$ cat config.mk
export PLATFORM = sky130hd
export DESIGN_NAME = image_encrypter
export DESIGN_NICKNAME = d
export VERILOG_FILES = /design/src/rtl/aes_img_pkg.sv /design/src/rtl/keystream_lfsr.sv /design/src/rtl/image_encrypter.sv
export SDC_FILE = /design/constraint.sdc
export NUM_CORES = 1
export LEC_CHECK = 0
export CORE_ASPECT_RATIO = 0.7
export CORE_MARGIN = 10
export CORE_UTILIZATION = 50
export CTS_CLUSTER_SIZE = 24
export DETAILED_ROUTE_END_ITERATION = 8
export HOLD_SLACK_MARGIN = 0.15
export PLACE_DENSITY = 0.84
export SYNTH_ARGS = -nofsm -noshare
export SYNTH_HDL_FRONTEND = slang
export SYNTH_SLANG_ARGS = --single-unit
$ cat constraint.sdc
create_clock -name clk -period 3.64 [get_ports clk]
set_input_delay 1.092 -clock clk [delete_from_list [all_inputs] [get_ports clk]]
set_output_delay 1.092 -clock clk [all_outputs]
set_load 0.03 [all_outputs]
$ cat src/rtl/aes_img_pkg.sv
// Shared definitions for the image encrypter/decrypter pair: FSM states,
// keystream LFSR constants and the byte rotation helpers.
package aes_img_pkg;

   typedef enum logic [2:0] {
      IDLE  = 3'd0,
      FETCH = 3'd1,
      WAIT  = 3'd2,
      WRITE = 3'd3,
      DONE  = 3'd4
   } img_state_t;

   // Feedback taps s[7], s[5], s[4], s[3]
   localparam logic [7:0]  LFSR_TAPS     = 8'hB8;
   localparam int unsigned ROT_AMT       = 32'd3;
   localparam logic [7:0]  ZERO_KEY_SEED = 8'h01;

   function automatic logic [7:0] rotl(input logic [7:0] v, input int unsigned n);
      logic [15:0] d;
      d = {v, v} << (n % 32'd8);
      return d[15:8];
   endfunction

   function automatic logic [7:0] rotr(input logic [7:0] v, input int unsigned n);
      logic [15:0] d;
      d = {v, v} >> (n % 32'd8);
      return d[7:0];
   endfunction

   function automatic logic [7:0] lfsr_next(input logic [7:0] s);
      return {s[6:0], ^(s & LFSR_TAPS)};
   endfunction

   // An all-zero seed would lock the LFSR, so key 0 maps to a fixed seed
   function automatic logic [7:0] key_seed(input logic [7:0] k);
      return (k == 8'h00) ? ZERO_KEY_SEED : k;
   endfunction

endpackage

$ cat src/rtl/keystream_lfsr.sv
// 8-bit Fibonacci keystream generator; load takes priority over step.
module keystream_lfsr
   import aes_img_pkg::*;
(
   input  logic       clk,
   input  logic       reset,
   input  logic       load,
   input  logic [7:0] seed,
   input  logic       step,
   output logic [7:0] state
);

   // Keystream state register
   always_ff @(posedge clk or negedge reset) begin
      if (!reset) begin
         state <= ZERO_KEY_SEED;
      end else if (load) begin
         state <= seed;
      end else if (step) begin
         state <= lfsr_next(state);
      end else begin
         state <= state;
      end
   end

endmodule

$ cat src/rtl/image_encrypter.sv
// Streams plaintext bytes from a 1-cycle-latency RAM, XORs with an LFSR
// keystream, rotates left and writes the ciphertext at the same address.
module image_encrypter
   import aes_img_pkg::*;
#(
   parameter int IMG_BYTES = 19200,
   parameter int ADDR_W    = 15
)
(
   input  logic              clk,
   input  logic              reset,
   input  logic              start,
   input  logic [7:0]        key,
   input  logic              active,
   input  logic [7:0]        plain_data,
   output logic [ADDR_W-1:0] read_addr,
   output logic [ADDR_W-1:0] write_addr,
   output logic [7:0]        write_data,
   output logic              write_en,
   output logic              busy,
   output logic              done
);

   localparam logic [ADDR_W-1:0] LAST_ADDR = ADDR_W'(IMG_BYTES - 1);
   localparam logic [ADDR_W-1:0] ADDR_ONE  = ADDR_W'(1);
   localparam logic [ADDR_W-1:0] ADDR_ZERO = ADDR_W'(0);

   img_state_t state, next_state;
   logic       lfsr_load;
   logic       lfsr_step;
   logic       last_byte;
   logic [7:0] seed;
   logic [7:0] ks;

   assign seed      = key_seed(key);
   assign last_byte = (read_addr == LAST_ADDR);

   keystream_lfsr u_lfsr (
      .clk   (clk),
      .reset (reset),
      .load  (lfsr_load),
      .seed  (seed),
      .step  (lfsr_step),
      .state (ks)
   );

   // FSM state register
   always_ff @(posedge clk or negedge reset) begin
      if (!reset) begin
         state <= IDLE;
      end else begin
         state <= next_state;
      end
   end

   // Next-state and keystream control
   always_comb begin
      next_state = state;
      lfsr_load  = 1'b0;
      lfsr_step  = 1'b0;
      case (state)
         IDLE, DONE: begin
            if (start) begin
               next_state = FETCH;
               lfsr_load  = 1'b1;
            end else begin
               next_state = state;
            end
         end
         FETCH: begin
            if (active) begin
               next_state = WAIT;
            end else begin
               next_state = FETCH;
            end
         end
         WAIT: next_state = WRITE;
         WRITE: begin
            if (last_byte) begin
               next_state = DONE;
            end else begin
               next_state = FETCH;
               lfsr_step  = 1'b1;
            end
         end
         default: next_state = IDLE;
      endcase
   end

   // Address, ciphertext and status registers; the RAM byte is consumed at the edge ending WAIT
   always_ff @(posedge clk or negedge reset) begin
      if (!reset) begin
         read_addr  <= ADDR_ZERO;
         write_addr <= ADDR_ZERO;
         write_data <= 8'h00;
         write_en   <= 1'b0;
         busy       <= 1'b0;
         done       <= 1'b0;
      end else begin
         write_en <= 1'b0;
         case (state)
            IDLE, DONE: begin
               if (lfsr_load) begin
                  read_addr <= ADDR_ZERO;
                  busy      <= 1'b1;
                  done      <= 1'b0;
               end
            end
            WAIT: begin
               write_data <= rotl(plain_data ^ ks, ROT_AMT);
               write_addr <= read_addr;
               write_en   <= 1'b1;
            end
            WRITE: begin
               if (last_byte) begin
                  busy <= 1'b0;
                  done <= 1'b1;
               end else begin
                  read_addr <= read_addr + ADDR_ONE;
               end
            end
            default: begin
            end
         endcase
      end
   end

endmodule

==> results.yml, run 1 <==
cells_and_area:
  fin_nets: 316
  syn_to_final_growth_pct: 30.8
  n_antenna_cell: 0
  n_fill_cell: 389
  drive_gt1_frac: 0.118
  multi_input_area_um2: 1110
  register_area_um2: 1300
timing:
  post-route-min-period_ns: 2.67
  finClkSkew_ns: 0.00969
  slew_viol_final: 0
  tightestPinTransition_ns: 1.10
  fin_hold_ws_ns: 0.509
  fmax_ghz: 0.375
  setup_ws_ns: 0.970
  hold_violations: 0
  slew_headroom: 0.268
  period_share: 0.734
  finalSetupViolCount: 0
  fin_setup_tns_ns: 0
  rsz0062_at_grt: "no"
global_route:
  grt_usage: 0.158
  grt_max_degree: 28
  grt_pass1_vias: 2177
  grt_overflow: 0
  grt_pass1_wl_um: 11000
  antenna_found_initial: 0
logic_synthesis:
  synthMuxAreaShare: 0.0796
  synth.net_count: 258
  yosysTopAreaCellShare: 0.511
  ys_seq_area_frac: 0.521
  synth-compound-area-share: 0.168
  yosysUniqueCellTypes: 48
  yosysWarnings: 0
  avgSynthCellArea_um2: 10.5
  netlist_area_um2: 2500
  synth_edf_count: 0
  async_reset_ff_frac: 1.00
  synthCells: 237
  synth-main-ff-cell: "dfrtp_1"
  synth-seq-cells: 52
  synthAdderAreaFrac: 0.00501
  synth_top_family_by_area: "compound AO/OA/AOI/OAI gates"
  synth_xor_area_frac: 0.0456
  synthSimpleGateAreaFrac: 0.146
  synthTopCellsByArea: "dfrtp_1 (51%), mux2_2 (6.8%), a21oi_1 (5.0%), xnor2_1 (3.9%), a31oi_1 (3.5%)"
  synth_top_area_cell: "dfrtp_1"
die:
  die_h_um: 79.1
  core_um2: 4810
  io_pins: 61
  start_util: 0.520
  row_count: 21
  die_area_um2: 8270
  die_x_um: 104
detailed_routing:
  viasPerCell: 5.81
  antenna_left: 0
  vias: 2121
  wl_um: 6300
  drc: 0
  firstDrtPassIters: 4
  detail_route.wl_per_cell_um: 17.3
  drt_iter0_markers: 183
worst_setup_path:
  crit_path_start_kind: "register"
  crit_fanout: 10
  required_ns: 2.55
  crit_slowest_cell: "clkdlybuf4s50_1"
  critical_path_class: "register to primary output"
  worstPathCellList: "clkdlybuf4s50_1"
  endpoint_kind: "primary output"
  crit_arrival_ns: 1.58
  slowest_delay_ns: 0.74
  crit_buf_inv: 1
  critPathTopFamily: "buffers and inverters"
pwr:
  powerDensity_nw_per_um2: 720
  switching_share: 0.385
  total_power_uw: 2360
  clkPwrFrac: 0.194
  ir_drop_mv: 0.422
  p_sw_uw: 907
  p_seq_frac: 0.382
  total_leakage_power_uw: 0.00136
  combinationalPowerShare: 0.425
  p_int_uw: 1450
clock_network:
  post_cts_resized: 0
  cts_tree: "done"
  insertion_delay_ns: 0.30
  clkTransAtPathRegs_ns: 0.09
  cts.path.max_buffers: 2
  ctsHoldBuffers: 0
  cts_buffers: 5
  cts_root_buf: "clkbuf_8"
  post_cts_buffers: 0
  clock-sinks: 52
  h-tree-depth: 2
place:
  hpwl_um: 4540
  place_ws_ns: 0.927
  io_buffers: 60
  place.gp.congestion: 0.855
flow_run:
  cap_violations: 0
status:
  outcome: "complete, no violations"
min_path:
  hp-class: "register to register"
==> layout make-up <==
cell class / count / share of cell area
well taps: 69 / 0.0264
flip-flops and latches: 52 / 0.398
multi-input cells: 169 / 0.340
clock buffers: 6 / 0.0222
clock inverters: 2 / 0.0184
inverters: 3 / 0.00344
repair buffers: 64 / 0.191
==> power by group through the flow <==
stage          registers, uW  clock network [uW]  logic (uW)
5_1_grt                  932                 491        1090
6_report                 899                 456        1000
4_1_cts                  898                 464        1010
2_1_floorplan           1060                   0         477
3_3_place_gp             901                   0         979
3_5_place_dp             908                   0        1000
==> state kept, by name, summed over array words and instances (netlist names) <==
name and cells:
read_addr 15, done 1, u_lfsr.state 8, state 3
write_data 8, write_addr 15, busy 1, write_en 1
==> per-stage QoR <==
stage | utilization | std cells | instance area (um2)
3_3_place_gp | 0.652 | 357 | 3140
6_report | 0.680 | 365 | 3270
2_1_floorplan | - | 237 | 2500
5_1_grt | 0.680 | 365 | 3270
3_5_place_dp | 0.652 | 357 | 3140
4_1_cts | 0.680 | 365 | 3270
==> cells in the mapped netlist (all sizes together), types with 2 or more instances <==
library cell / instances
and3: 3
or4: 2
o211ai: 2
xnor2: 11
nand2: 12
nor4: 6
mux2i: 3
buf: 4
mux2: 15
a21oi: 26
nand2b: 2
o21a: 4
nor3: 5
a31oi: 14
dfrtp: 51
inv: 3
clkbuf: 9
o21ai: 14
nand4: 5
xor2: 2
nand3: 3
nor2: 21
==> final timing paths <==
kind | start | end | slack [ns] | depth (start not counted)
max | read_addr[4]$_DFFE_PN0P_ | read_addr[4] | 0.97 | 1
min | done$_DFFE_PN0P_ | done$_DFFE_PN0P_ | 0.51 | 1
max reg2reg | read_addr[1]$_DFFE_PN0P_ | read_addr[5]$_DFFE_PN0P_ | 1.04 | 5
min reg2reg | done$_DFFE_PN0P_ | done$_DFFE_PN0P_ | 0.51 | 1
max in group asynchronous | reset | u_lfsr.state[0]$_DFFE_PN1P_ | 2.05 | 2
min in group asynchronous | reset | write_en$_DFF_PN0_ | 0.78 | 1
==> cell usage in the layout (no fill, tap or decap), types with 2 or more instances in the layout <==
cell type	instances
a21oi_1	25
a31oi_1	14
and3_1	3
buf_4	4
bufinv_16	2
clkbuf_8	5
clkdlybuf4s50_1	59
dfrtp_1	51
inv_1	3
mux2_2	15
mux2i_1	3
nand2_1	12
nand2b_1	2
nand3_1	3
nand4_1	5
nor2_1	20
nor3_1	5
nor4_1	5
o211ai_1	2
o21a_1	4
o21ai_0	12
o21ai_1	2
xnor2_1	11
xor2_1	2
==> cell families after synthesis <==
family / Yosys count
muxes: 18
adders and majority gates: 1
buffers and inverters: 16
DFF: 52
xor gates and xnor gates: 13
and+or+nand+nor: 67
AOI/OAI and AO/OA: 70
==> layer usage <==
layer  vias up  track usage  wire length (um)  share of wire
li1        987            -                 -              -
met1      1047        0.207              2670           0.42
met2        78        0.252              3080           0.49
met3         9       0.0468               509          0.081
met4         0       0.0346                48         0.0076
met5         -            0                 0              0
Power figures use the tool's default switching activity.
==> inputs of run 2 (changes only) <==
Settings changed: CORE_UTILIZATION 50 to 49, PLACE_DENSITY 0.84 to 0.82.
Clock period 3.64 ns to 2.7 ns, I/O delays scaled along.
==> run 2 against run 1 <==
Die area up 1.6%. Worst hold slack got worse by 0.0039 ns. Setup slack worse by 0.65 ns. Critical path type unchanged. Critical endpoint is now read_addr[8].
==> results.yml, run 2 (synthesized netlist as in run 1, its figures left out) <==
clock_network:
  insertion_delay_ns: 0.31
  cts_buffers: 5
  h-tree-depth: 2
  cts_tree: "done"
  clock-sinks: 52
  clkTransAtPathRegs_ns: 0.09
  cts_root_buf: "clkbuf_8"
  ctsHoldBuffers: 0
  post_cts_buffers: 0
  cts.path.max_buffers: 2
  post_cts_resized: 0
timing:
  hold_violations: 0
  fin_hold_ws_ns: 0.505
  slew_headroom: 0.489
  post-route-min-period_ns: 2.38
  slew_viol_final: 0
  fin_setup_tns_ns: 0
  rsz0062_at_grt: "no"
  finClkSkew_ns: 0.00569
  tightestPinTransition_ns: 0.761
  finalSetupViolCount: 0
  setup_ws_ns: 0.318
  period_share: 0.882
  fmax_ghz: 0.420
cells_and_area:
  register_area_um2: 1300
  fin_nets: 322
  n_fill_cell: 372
  multi_input_area_um2: 1110
  final_cell_mix: "clkdlybuf4s50_1 (59), dfrtp_1 (51), a21oi_1 (25), nor2_1 (20), mux2_2 (15)"
  n_antenna_cell: 0
  layout_commonest_cell: "clkdlybuf4s50_1"
  syn_to_final_growth_pct: 31.6
  reg_top3: "read_addr x15, write_addr x15"
  finish.utilization: 0.677
  design_area_um2: 3290
  drive_gt1_frac: 0.136
worst_setup_path:
  crit_slowest_cell: "clkdlybuf4s50_1"
  worst-path-stages: 1
  crit_buf_inv: 1
  worstPathCellList: "clkdlybuf4s50_1"
  crit_fanout: 10
  worstRegToRegCells: 5
  crit_arrival_ns: 1.57
  critPathTopFamily: "buffers and inverters"
  crit_path_start_kind: "register"
  required_ns: 1.89
  endpoint_kind: "primary output"
  critical_path_class: "register to primary output"
  slowest_delay_ns: 0.74
pwr:
  powerDensity_nw_per_um2: 947
  ir_drop_mv: 0.619
  total_leakage_power_uw: 0.00138
place:
  place_ws_ns: 0.369
  place_area_um2: 3180
  hpwl_um: 4560
  io_buffers: 60
  place.gp.congestion: 0.888
detailed_routing:
  drc: 0
  wl_um: 6410
  firstDrtPassIters: 4
  viasPerCell: 5.73
  drt_iter0_markers: 138
  antenna_left: 0
  detail_route.wl_per_cell_um: 17.3
  vias: 2124
global_route:
  grt_pass1_wl_um: 10600
  grt_usage: 0.152
  grt_overflow: 0
  grt_pass1_vias: 2146
  antenna_found_initial: 0
  grt_max_degree: 53
die:
  die_h_um: 79.7
  row_count: 21
  die_x_um: 105
  start_util: 0.514
  core_um2: 4860
  die_area_um2: 8400
  io_pins: 61
status:
  outcome: "complete, no violations"
flow_run:
  cap_violations: 0
min_path:
  hp-class: "register to register"
  hold_depth: 1
-- run 2: cell types whose count changed in the layout (fill, tap and decap cells not counted), sizes merged --
cell    previous run  this run
buf                5        11
bufinv             2         1
clkinv             0         1
-- run 2: worst paths after layout --
| kind | to | from | slack, ns |
|---|---|---|---|
| max | read_addr[8] | read_addr[8]$_DFFE_PN0P_ | 0.32 |
| min | done$_DFFE_PN0P_ | done$_DFFE_PN0P_ | 0.51 |
| max reg2reg | read_addr[14]$_DFFE_PN0P_ | read_addr[0]$_DFFE_PN0P_ | 0.49 |
| min reg2reg | done$_DFFE_PN0P_ | done$_DFFE_PN0P_ | 0.51 |
| max in group asynchronous | read_addr[1]$_DFFE_PN0P_ | reset | 1.67 |
| min in group asynchronous | write_data[1]$_DFFE_PN0N_ | reset | 0.59 |
-- run 2: final cells by class --
| type | count | area share |
|---|---|---|
| Tap cell | 69 | 0.0262 |
| Inverter | 3 | 0.00342 |
| Clock buffer | 6 | 0.0221 |
| Multi-Input combinational cell | 169 | 0.338 |
| Sequential cell | 52 | 0.396 |
| Timing Repair Buffer | 70 | 0.204 |
| Clock inverter | 2 | 0.0107 |
-- run 2: through the flow --
stage / std cells / total power [uW]
floorplan: 237 / 2080
global placement: 363 / 2560
detailed placement: 363 / 2600
CTS: 371 / 3130
global route: 371 / 3320
finish: 371 / 3110
-- run 2: routing by layer --
metal  track usage  wire (um)
met1         0.189       2730
met2         0.240       2980
met3        0.0645        649
met4        0.0410         52
met5             0          0
-- run 2: power breakdown --
group          switching (uW)  internal [uW]  total, uW
Sequential                219            997       1220
Clock                     247            275        523
Combinational             773            604       1380
Total                    1240           1880       3110
